### config.mk
export PLATFORM = sky130hd
export DESIGN_NAME = load_scheduler_flat
export DESIGN_NICKNAME = d
export VERILOG_FILES = /design/src/rtl/load_scheduler_if.sv /design/src/rtl/load_scheduler.sv /design/src/flat_wrapper.sv
export SDC_FILE = /design/constraint.sdc
export NUM_CORES = 1
export LEC_CHECK = 0
export CAP_MARGIN = 0
export CORE_AREA = 2 2 129 131
export DETAILED_ROUTE_END_ITERATION = 16
export DIE_AREA = 0 0 131 133
export GPL_TIMING_DRIVEN = 0
export PLACE_DENSITY_LB_ADDON = 0.2
export SLEW_MARGIN = 5
export SYNTH_ARGS = -nofsm -noshare
export SYNTH_HDL_FRONTEND = slang
export SYNTH_SLANG_ARGS = --single-unit
### constraint.sdc
create_clock -name clk -period 4.6 [get_ports clk]
set_clock_uncertainty 0.15 [all_clocks]
set_input_delay 1.15 -clock clk [delete_from_list [all_inputs] [get_ports clk]]
set_output_delay 1.15 -clock clk [all_outputs]
set_load 0.1 [all_outputs]
### src/rtl/load_scheduler_if.sv
// Requester/counter-side bundle for load_scheduler.
// The scheduler connects through the slave modport; the requester/counter side uses master.
interface load_scheduler_if #(
  parameter int NREQ = 3,
  parameter int N    = 64
);
  logic [NREQ-1:0]   req;
  logic [NREQ*N-1:0] req_data;
  logic [N-1:0]      counter_in;
  logic              load_n;
  logic [N-1:0]      set_value;
  logic [NREQ-1:0]   ack;
  logic [NREQ-1:0]   err;
  logic              busy;
  logic [2:0]        grant_id;

  modport master (
    output req, req_data, counter_in,
    input  load_n, set_value, ack, err, busy, grant_id
  );

  modport slave (
    input  req, req_data, counter_in,
    output load_n, set_value, ack, err, busy, grant_id
  );
endinterface

### src/rtl/load_scheduler.sv
// Round-robin scheduler for writes into the seconds counter: grants one requester, pulses load_n,
// optionally verifies the write by readback (LOAD_SCHEDULER_VERIFY_EN) and acknowledges.
//
// state | meaning
// IDLE  | waiting for a request, arbitrating from last+1
// LOAD  | load_n low for one cycle with the latched preset
// CHECK | readback compare, retry or fail (only with LOAD_SCHEDULER_VERIFY_EN)
// ACK   | one-cycle ack/err pulse to the granted requester
module load_scheduler #(
  parameter int NREQ      = 3,
  parameter int N         = 64,
  parameter int MAX_RETRY = 2
) (
  input logic clk,
  input logic rst,
  load_scheduler_if.slave bus
);
  typedef enum logic [1:0] {IDLE, LOAD, CHECK, ACK} state_t;

  state_t          state;
  logic            load_n;
  logic [N-1:0]    set_value;
  logic [NREQ-1:0] ack;
  logic [NREQ-1:0] err;
  logic            busy;
  logic [2:0]      grant_id;
  logic [2:0]      last;

  logic            pick_valid;
  logic [2:0]      pick_idx;
  logic [N-1:0]    req_arr [8];
  logic [NREQ-1:0] grant_oh;

  for (genvar i = 0; i < 8; i++) begin : g_req_arr
    if (i < NREQ) begin : g_used
      assign req_arr[i] = bus.req_data[i*N +: N];
    end else begin : g_absent
      assign req_arr[i] = '0;
    end
  end

  // Scan from last+NREQ (last itself) down to last+1 so the nearest index above last wins.
  always_comb begin
    pick_valid = 1'b0;
    pick_idx   = '0;
    for (int k = NREQ; k >= 1; k--) begin
      if ((bus.req & (NREQ'(1) << ((int'(last) + k) % NREQ))) != '0) begin
        pick_valid = 1'b1;
        pick_idx   = 3'((int'(last) + k) % NREQ);
      end
    end
  end

  assign grant_oh = NREQ'(1) << grant_id;

`ifdef LOAD_SCHEDULER_VERIFY_EN
  localparam int RW = $clog2(MAX_RETRY + 2);
  logic [RW-1:0] retry_cnt;
  logic          check_ok;

  // The +1 match absorbs a counter tick landing on the load edge, including wrap to zero.
  assign check_ok = (bus.counter_in == set_value) || (bus.counter_in == set_value + N'(1));
`else
  localparam int unused_max_retry = MAX_RETRY;
  logic unused_counter;
  assign unused_counter = ^bus.counter_in;
`endif

  always_ff @(posedge clk) begin
    if (rst) begin
      state     <= IDLE;
      load_n    <= 1'b1;
      set_value <= '0;
      ack       <= '0;
      err       <= '0;
      busy      <= 1'b0;
      grant_id  <= '0;
      last      <= 3'(NREQ - 1);
`ifdef LOAD_SCHEDULER_VERIFY_EN
      retry_cnt <= '0;
`endif
    end else begin
      load_n <= 1'b1;
      ack    <= '0;
      err    <= '0;
      unique case (state)
        IDLE: begin
          if (pick_valid) begin
            set_value <= req_arr[pick_idx];
            grant_id  <= pick_idx;
            load_n    <= 1'b0;
            busy      <= 1'b1;
            state     <= LOAD;
`ifdef LOAD_SCHEDULER_VERIFY_EN
            retry_cnt <= '0;
`endif
          end
        end
        LOAD: begin
`ifdef LOAD_SCHEDULER_VERIFY_EN
          state <= CHECK;
`else
          ack   <= grant_oh;
          state <= ACK;
`endif
        end
`ifdef LOAD_SCHEDULER_VERIFY_EN
        CHECK: begin
          if (check_ok) begin
            ack   <= grant_oh;
            state <= ACK;
          end else if (int'(retry_cnt) < MAX_RETRY) begin
            retry_cnt <= retry_cnt + RW'(1);
            load_n    <= 1'b0;
            state     <= LOAD;
          end else begin
            ack   <= grant_oh;
            err   <= grant_oh;
            state <= ACK;
          end
        end
`endif
        ACK: begin
          last  <= grant_id;
          busy  <= 1'b0;
          state <= IDLE;
        end
        default: begin
          busy  <= 1'b0;
          state <= IDLE;
        end
      endcase
    end
  end

  assign bus.load_n    = load_n;
  assign bus.set_value = set_value;
  assign bus.ack       = ack;
  assign bus.err       = err;
  assign bus.busy      = busy;
  assign bus.grant_id  = grant_id;
endmodule

### src/flat_wrapper.sv
// flat-port wrapper written by rule: the top's interface ports become plain ports
module load_scheduler_flat 
#(
  parameter int NREQ      = 3,
  parameter int N         = 64,
  parameter int MAX_RETRY = 2
)
  (clk, rst, bus_req, bus_req_data, bus_counter_in, bus_load_n, bus_set_value, bus_ack, bus_err, bus_busy, bus_grant_id);
  load_scheduler_if #(.NREQ(NREQ), .N(N)) bus_i ();
  input logic clk;
  input logic rst;
  input wire logic [$bits(bus_i.req)-1:0] bus_req;
  input wire logic [$bits(bus_i.req_data)-1:0] bus_req_data;
  input wire logic [$bits(bus_i.counter_in)-1:0] bus_counter_in;
  output wire logic [$bits(bus_i.load_n)-1:0] bus_load_n;
  output wire logic [$bits(bus_i.set_value)-1:0] bus_set_value;
  output wire logic [$bits(bus_i.ack)-1:0] bus_ack;
  output wire logic [$bits(bus_i.err)-1:0] bus_err;
  output wire logic [$bits(bus_i.busy)-1:0] bus_busy;
  output wire logic [$bits(bus_i.grant_id)-1:0] bus_grant_id;
  assign bus_i.req = bus_req;
  assign bus_i.req_data = bus_req_data;
  assign bus_i.counter_in = bus_counter_in;
  assign bus_load_n = bus_i.load_n;
  assign bus_set_value = bus_i.set_value;
  assign bus_ack = bus_i.ack;
  assign bus_err = bus_i.err;
  assign bus_busy = bus_i.busy;
  assign bus_grant_id = bus_i.grant_id;
  load_scheduler #(.NREQ(NREQ), .N(N), .MAX_RETRY(MAX_RETRY)) u_core (.clk(clk), .rst(rst), .bus(bus_i));
endmodule
=== Word level (Yosys, flattened, before mapping) ===
Index checks and enable logic that the tools add are counted.

* Add/sub/neg operators: 3
* Multipliers: 0
* Div/mod/pow operators: 3
* Magnitude comparators: 1
* Eq/ne operators: 3
* Shift-type cells: 4
* Muxes and demuxes: 14
* Bitwise logic cells: 6
* Reductions and logical operators: 8

{| class="wikitable"
|+ Operator list
! kind !! count
|-
| binary-select mux 64 bit (select 3 bit) || 1
|-
| 2-to-1 mux 64 bit || 2
|-
| modulo 32 x 3 -> 32 bit, second input constant || 3
|-
| << shifter 1 x 32 -> 3 bit, first input constant || 3
|-
| AND 3 bit || 3
|-
| 2-to-1 mux 3 bit || 3
|-
| nonzero test 3 bit || 3
|-
| adder 3 x 2 -> 4 bit, second input constant || 2
|-
| 2-to-1 mux 1 bit || 5
|-
| adder 3 x 1 -> 4 bit, second input constant || 1
|-
| greater-or-equal comparator 4 bit, second input constant || 1
|-
| NOT 3 -> 4 bit || 1
|-
| case mux 2 bit (2 select lines) || 1
|-
| AND reduction 2 bit || 2
|-
| OR reduction 2 bit || 2
|-
| << shifter 1 x 3 -> 3 bit, first input constant || 1
|-
| equality test 2 x 1 -> 1 bit, second input constant || 1
|-
| equality test 2 bit, second input constant || 1
|-
| logical NOT 2 bit || 1
|-
| 2-to-1 mux 2 bit || 1
|-
| != test 2 x 1 -> 1 bit, second input constant || 1
|-
| NOT 1 bit || 2
|-
| case mux 1 bit (2 select lines) || 1
|}

* Register bits: 77
* Latch bits: 0
* RAM bits: 0
* Bits in read-only memories: 0
* Input bits: 261
* Output and inout bits: 75
* Memories: 0

=== Logic depth before layout (Yosys ltp) ===
* Word-level depth: 12
* Mapped depth: 23
* Gate-level depth less buffers: 20

=== Least setup slack after synthesis ===
No wires, ideal clock.

* Path type: register to register
* Start point: reg u_core.last[0]
* End point: reg u_core.set_value[0] (netlist: u_core.bus.set_value[0])
* Library setup time: 122 ps
* Arrival time: 4545 ps
* Required time: 4328 ps
* Slack: -217 ps
* Cell stages (with the launch flop): 23
* Buffers on the path: 3
* Period minus slack after synthesis: 4817 ps
* Path through: dfxtp_1 -> buf_2 -> inv_1 -> ha_1 -> clkinv_1 -> ha_1 -> ha_1 -> inv_1 -> o21ai_2 -> a21oi_1 -> xnor2_1 -> ha_1 -> nand2b_1 -> a311oi_1 -> a211oi_1 -> o22ai_1 -> nand4_4 -> o311ai_2 -> nand4bb_1 -> nor2b_1 -> buf_4 -> buf_6 -> a221o_1

* Word-level cells in the longest chain between the ends: 12
* Elaborated cells between the ends (all ways): 26

{| class="wikitable"
|+ RTL lines
! element !! line !! text
|-
| from (decl) || load_scheduler.sv:27 || <nowiki>logic [2:0] last;</nowiki>
|-
| from (signal assigned) || load_scheduler.sv:78 || <nowiki>last <= 3'(NREQ - 1);</nowiki>
|-
| from (signal assigned) || load_scheduler.sv:124 || <nowiki>last <= grant_id;</nowiki>
|-
| adder 3 x 2 -> 4 bit || load_scheduler.sv:47, load_scheduler.sv:49 ||
|-
| modulo 32 x 3 -> 32 bit || load_scheduler.sv:47, load_scheduler.sv:49 ||
|-
| << shifter 1 x 32 -> 3 bit || load_scheduler.sv:47 || <nowiki>if ((bus.req & (NREQ'(1) << ((int'(last) + k) % NREQ))) != '0) begin</nowiki>
|-
| AND 3 bit || load_scheduler.sv:47 ||
|-
| nonzero test 3 bit || load_scheduler.sv:47 ||
|-
| 2-to-1 mux 3 bit (3 in series) || load_scheduler.sv:47 ||
|-
| NOT 3 -> 4 bit (not written as such) || load_scheduler.sv:89 || <nowiki>set_value <= req_arr[pick_idx];</nowiki>
|-
| binary-select mux 64 bit (select 3 bit) || load_scheduler.sv:89 ||
|-
| 2-to-1 mux 64 bit (not written as such) (2 in series) || load_scheduler.sv:89 ||
|-
| to (signal assigned) || load_scheduler.sv:89 ||
|-
| to (decl) || load_scheduler.sv:22 || <nowiki>logic [N-1:0] set_value;</nowiki>
|}

Several ways; a longest one is shown, not always the timed one. The select of a mux whose other input is x is not followed.
A chain may end at the register's enable or synchronous reset.

=== Worst setup path after layout ===
* Start point: reg u_core.last[0]
* End point: reg u_core.set_value[20] (netlist: u_core.bus.set_value[20])

The elaborated chain is that of the path after synthesis.

==> results by stage <==
Die:
- The die covers 17,420 um2.
- For this configuration, the core starts out at a cell density of 29.61%.
- 336 I/O pins were placed.
- Measured along the y axis, the die boundary spans 133 um.
- The width of the chip is 131 um.
- The area of the core is 16,170 um2.
- The row count is 47.

Setup path:
- The beginning of the worst register-to-register path is u_core.last[0]$_SDFFE_PP0N_.
- The worst reg2reg path endpoint is u_core.bus.set_value[20]$_SDFFE_PP0P_.
- The maximum net fanout on the critical path is 10.
- The critical setup path kind is reg -> reg.
- The critical path endpoint category is a flop.
- The slowest stage of the critical path belongs to the cell sky130_fd_sc_hd__dfxtp_4.
- STA classifies the critical path startpoint as a flop.
- The delay of the slowest cell on the worst path is 0.39 ns.
- The start point of the critical path is u_core.last[0]$_SDFFE_PP0N_.
- The critical path contains buffers and inverters numbering 5 combined.
- The most used cell along the critical path is sky130_fd_sc_hd__ha_4.
- Measured in cells, the most critical reg-to-reg path has a length of 23.
- Walking the worst path, the cells encountered are buf_8 > clkinvlp_4 > ha_4 > xor2_4 > nor2_4 > ha_4 > ha_4 > inv_4 > o21ai_4 > a21oi_4 > xnor2_2 > ha_4 > a21oi_4 > o21ai_4 > nor3_4 > mux2_4 > nand4_4 > o311ai_4 > nand4bb_4 > nor2b_4 > buf_12 > clkbuf_16 > a221o_1.
- The worst reg-to-reg setup slack is 0.08 ns.
- The arrival time of the worst setup path is 4.59 ns.
- Data on the critical path is required at its endpoint by 4.67 ns.
- On the critical path the largest part of the delay comes from compound AO/OA/AOI/OAI gates.

Cells and area:
- The filler cells instantiated in the layout total 1,431.
- The commonest non-fill, non-tap cell in the layout is sky130_fd_sc_hd__clkdlybuf4s50_1.
- Compared with the post-synthesis result, the final layout area differs by 85.24%.
- The finished layout holds 1,028 standard cells, fillers aside.
- The finished cells cover 8870 um2.
- The number of inserted diodes is 0.
- The total number of nets in the final design is 1,086.
- The combined flip-flop and latch cell area is 1553 um2.
- The area taken by multi-input logic gates is 3374 um2.
- The post-route netlist has 18.07% of its cells at a drive strength greater than 1.
- In the layout the commonest cells are sky130_fd_sc_hd__clkdlybuf4s50_1, sky130_fd_sc_hd__dfxtp_1, sky130_fd_sc_hd__a22o_1.

Power and ir drop:
- Power spread over the standard cell area amounts to 736.8 nW/um2.
- The total leakage power is 0.003326 uW.
- Overall power consumption after layout is estimated at 6535 uW.
- The peak ir drop on the vdd network is 0.6507 mV.

Outcome:
- The flow ran to the end, and the final reports show no timing, DRC or antenna violations.

Detailed routing:
- The final routed wirelength across all metal layers is 21,190 um.
- The count of vias placed by the detailed router is 5,542.
- The number of DRC violations after detailed routing is 0.
- The detailed-routing iteration count for the pre-antenna-repair pass is 5.
- The detail route stage leaves a number of antenna-violating nets equal to 0.
- Using the TritonRoute via totals, the vias-per-cell ratio works out to 5.391.
- After the first detailed-routing iteration, the DRC count stood at 415.
- In the final routed layout, each cell accounts on average for 20.61 um.

STA:
- The transition time at the pin with the least slew margin is 1.091 ns.
- Setup violations remaining at the end of the flow were counted as 0.
- The final hold violation count is 0.
- Derived from the worst setup path, the maximum achievable clock frequency is 221.4 MHz.
- The setup slack of the critical path after layout is 0.08411 ns.
- Setup repair after global routing could not meet its margin everywhere.
- The post-route fraction of the period consumed by the critical path is 98.17%.
- The final max-slew violation count is 0.
- Headroom to the max-slew limit came out at 27.01%.
- After layout, the minimum clock period comes to 4.516 ns.

Global routing:
- The aggregate global-route resource usage is 23.01%.
- The number of antenna violations at the first check in global routing is 0.
- Entering global routing, the biggest net connects 14 pins.
- The number of global-route vias before repair was 5,676.
- The first global-routing pass estimated 30,990 um of wire.
- The global route total overflow is 0.

Worst hold path:
- The kind of path behind the tightest hold check is reg -> reg.
- The hold path endpoint is u_core.bus.busy$_SDFFE_PP0P_.
- In this run the most critical hold path is launched from u_core.bus.busy$_SDFFE_PP0P_.
- The hold path depth is 1.

Flow run:
- The max-cap violation count is 0.

Synthesis:
- A synthesized cell averages 9.752 um2.
- The number of enable-type register cells in the synthesized netlist is 0.
- The synthesis-stage register bit count is 77.
- For this run, the number of Yosys warnings is 0.
- For this run, the leading register cell type out of synthesis is sky130_fd_sc_hd__dfxtp_1.
- The fraction of registers with async set or reset after synthesis is 0%.
- The mapped netlist covers 4788 um2.
- Sequential cells were found to cover 32.19% of the synthesized design area.
- The instance count of the mapped netlist is 491.
- Synthesis instantiated 78 different standard cells from the library.

Clock tree:
- The cell at the root of the clock tree is sky130_fd_sc_hd__clkbuf_16.
- Counting along the longest clock path gives a buffer depth of 2.
- TritonCTS created 9 clock buffers.
- The clock-pin slew on the worst setup and hold paths is 0.06 ns.
- The clock tree from TritonCTS is built.
- The later pin in the worst-skew pair is clocked with a latency of 0.34 ns.
- The level count of the clock H-tree is 3.
- The hold-fix buffer count after cts is 0.
- The clock net in this run drives a total of 77 sinks.

Place:
- Once placement finished, the instance area stood at 7775 um2.
- The pre-CTS setup slack is -0.7912 ns.
- In this run the tool buffered the top-level ports with 268 buffer cells.
- The congestion estimate from routability-driven global placement came to 0.8735.
- The detailed placer's ending HPWL is 16,130 um.
- Once placement completed, the tool counted placed cells totaling 981.
per-stage QoR:
step	util [%]	TNS (ns)	hold slack [ns]
floorplan	-	0	0.3350
global placement	48.08	-40.18	0.3127
detailed placement	48.08	-47.23	0.3153
CTS	52.64	0	0.3336
global route	54.85	-3.303	0.3561
finish	54.85	0	0.3306
worst max path at each step:
stage,to,cells after the start
floorplan,u_core.bus.set_value[0]$_SDFFE_PP0P_,23
global placement,u_core.bus.set_value[60]$_SDFFE_PP0P_,22
detailed placement,u_core.bus.set_value[60]$_SDFFE_PP0P_,21
CTS,u_core.bus.set_value[35]$_SDFFE_PP0P_,22
global route,u_core.bus.set_value[58]$_SDFFE_PP0P_,23
finish,u_core.bus.set_value[20]$_SDFFE_PP0P_,23
cells by family (layout without fill, tap and decap cells):
logic type	after synthesis	after routing	share of synthesized area (%)
XOR/XNOR	7	7	1.751
other	1	3	0.07832
buffers and inverters	50	364	5.983
AND/OR/NAND/NOR	104	105	12.57
flip-flops	77	77	32.19
multiplexers	9	9	2.038
AO/OA/AOI/OAI	221	221	39.64
adder cells (fa/ha/maj)	22	22	5.749
synth_stat cells, types with 3 or more instances:
cell                        count  area (um2)
sky130_fd_sc_hd__dfxtp_1       77        1541
sky130_fd_sc_hd__a22o_1        65       569.3
sky130_fd_sc_hd__a221o_1       64       640.6
sky130_fd_sc_hd__ha_1          22       275.3
sky130_fd_sc_hd__nand2_1       20       75.07
sky130_fd_sc_hd__buf_2         19       95.09
sky130_fd_sc_hd__nor2_1        18       67.56
sky130_fd_sc_hd__a21oi_1       16       80.08
sky130_fd_sc_hd__o21ai_0       13       65.06
sky130_fd_sc_hd__inv_1         12       45.04
sky130_fd_sc_hd__nand3_1        9       45.04
sky130_fd_sc_hd__nor3_1         9       45.04
sky130_fd_sc_hd__a211oi_1       7       52.55
sky130_fd_sc_hd__buf_6          7       78.83
sky130_fd_sc_hd__nand2b_1       7       43.79
sky130_fd_sc_hd__buf_4          6       45.04
sky130_fd_sc_hd__mux2i_1        6       60.06
sky130_fd_sc_hd__nor2b_1        6       37.54
sky130_fd_sc_hd__a31oi_1        5       31.28
sky130_fd_sc_hd__and2_1         5       31.28
sky130_fd_sc_hd__o21a_1         5       37.54
sky130_fd_sc_hd__o22ai_1        5       31.28
sky130_fd_sc_hd__clkbuf_1       4       15.01
sky130_fd_sc_hd__o21ai_1        4       20.02
sky130_fd_sc_hd__and3_1         3       18.77
sky130_fd_sc_hd__and4b_1        3       30.03
sky130_fd_sc_hd__nor4_1         3       18.77
sky130_fd_sc_hd__o2111ai_1      3       26.28
sky130_fd_sc_hd__o21bai_1       3       22.52
sky130_fd_sc_hd__or3_1          3       18.77
sky130_fd_sc_hd__xnor2_1        3       26.28
per-layer routing:
metal	global-route usage (%)	share of wire [%]
met1	28.00	40
met2	39.87	52
met3	4.691	5.8
met4	7.979	2.4
met5	0	0
report_power, final:
group | total (uW) | leakage (uW) | internal (uW) | switching (uW)
clock network | 735 | 0.000142 | 436 | 298
logic | 4610 | 0.00255 | 1430 | 3180
registers | 1190 | 0.000635 | 985 | 206
total | 6530 | 0.00333 | 2850 | 3680
timing repair:
item,in CTS,in global routing
endpoints found under the setup margin,66,64
pin swaps,13,42
gates cloned,2,2
hold endpoints to repair,0,0
gates resized for setup,58,57
buffers inserted,17,11
sequential cells by signal, summed over array words and instances, names as in the netlist:
signal,count
u_core.bus.grant_id,3
u_core.state,2
u_core.last,3
u_core.bus.ack,3
u_core.bus.busy,1
u_core.bus.set_value,64
u_core.bus.load_n,1
final cells by class:
| cell class | instances | area share (%) |
|---|---|---|
| timing repair buffer | 299 | 33.35 |
| inverter | 13 | 0.7476 |
| sequential | 77 | 17.51 |
| tap | 220 | 3.103 |
| clock buffer | 11 | 2.737 |
| buffer | 36 | 3.851 |
| multi-input combinational | 367 | 38.04 |
| clock inverter | 5 | 0.6630 |
(Power assumes the default switching activity.)
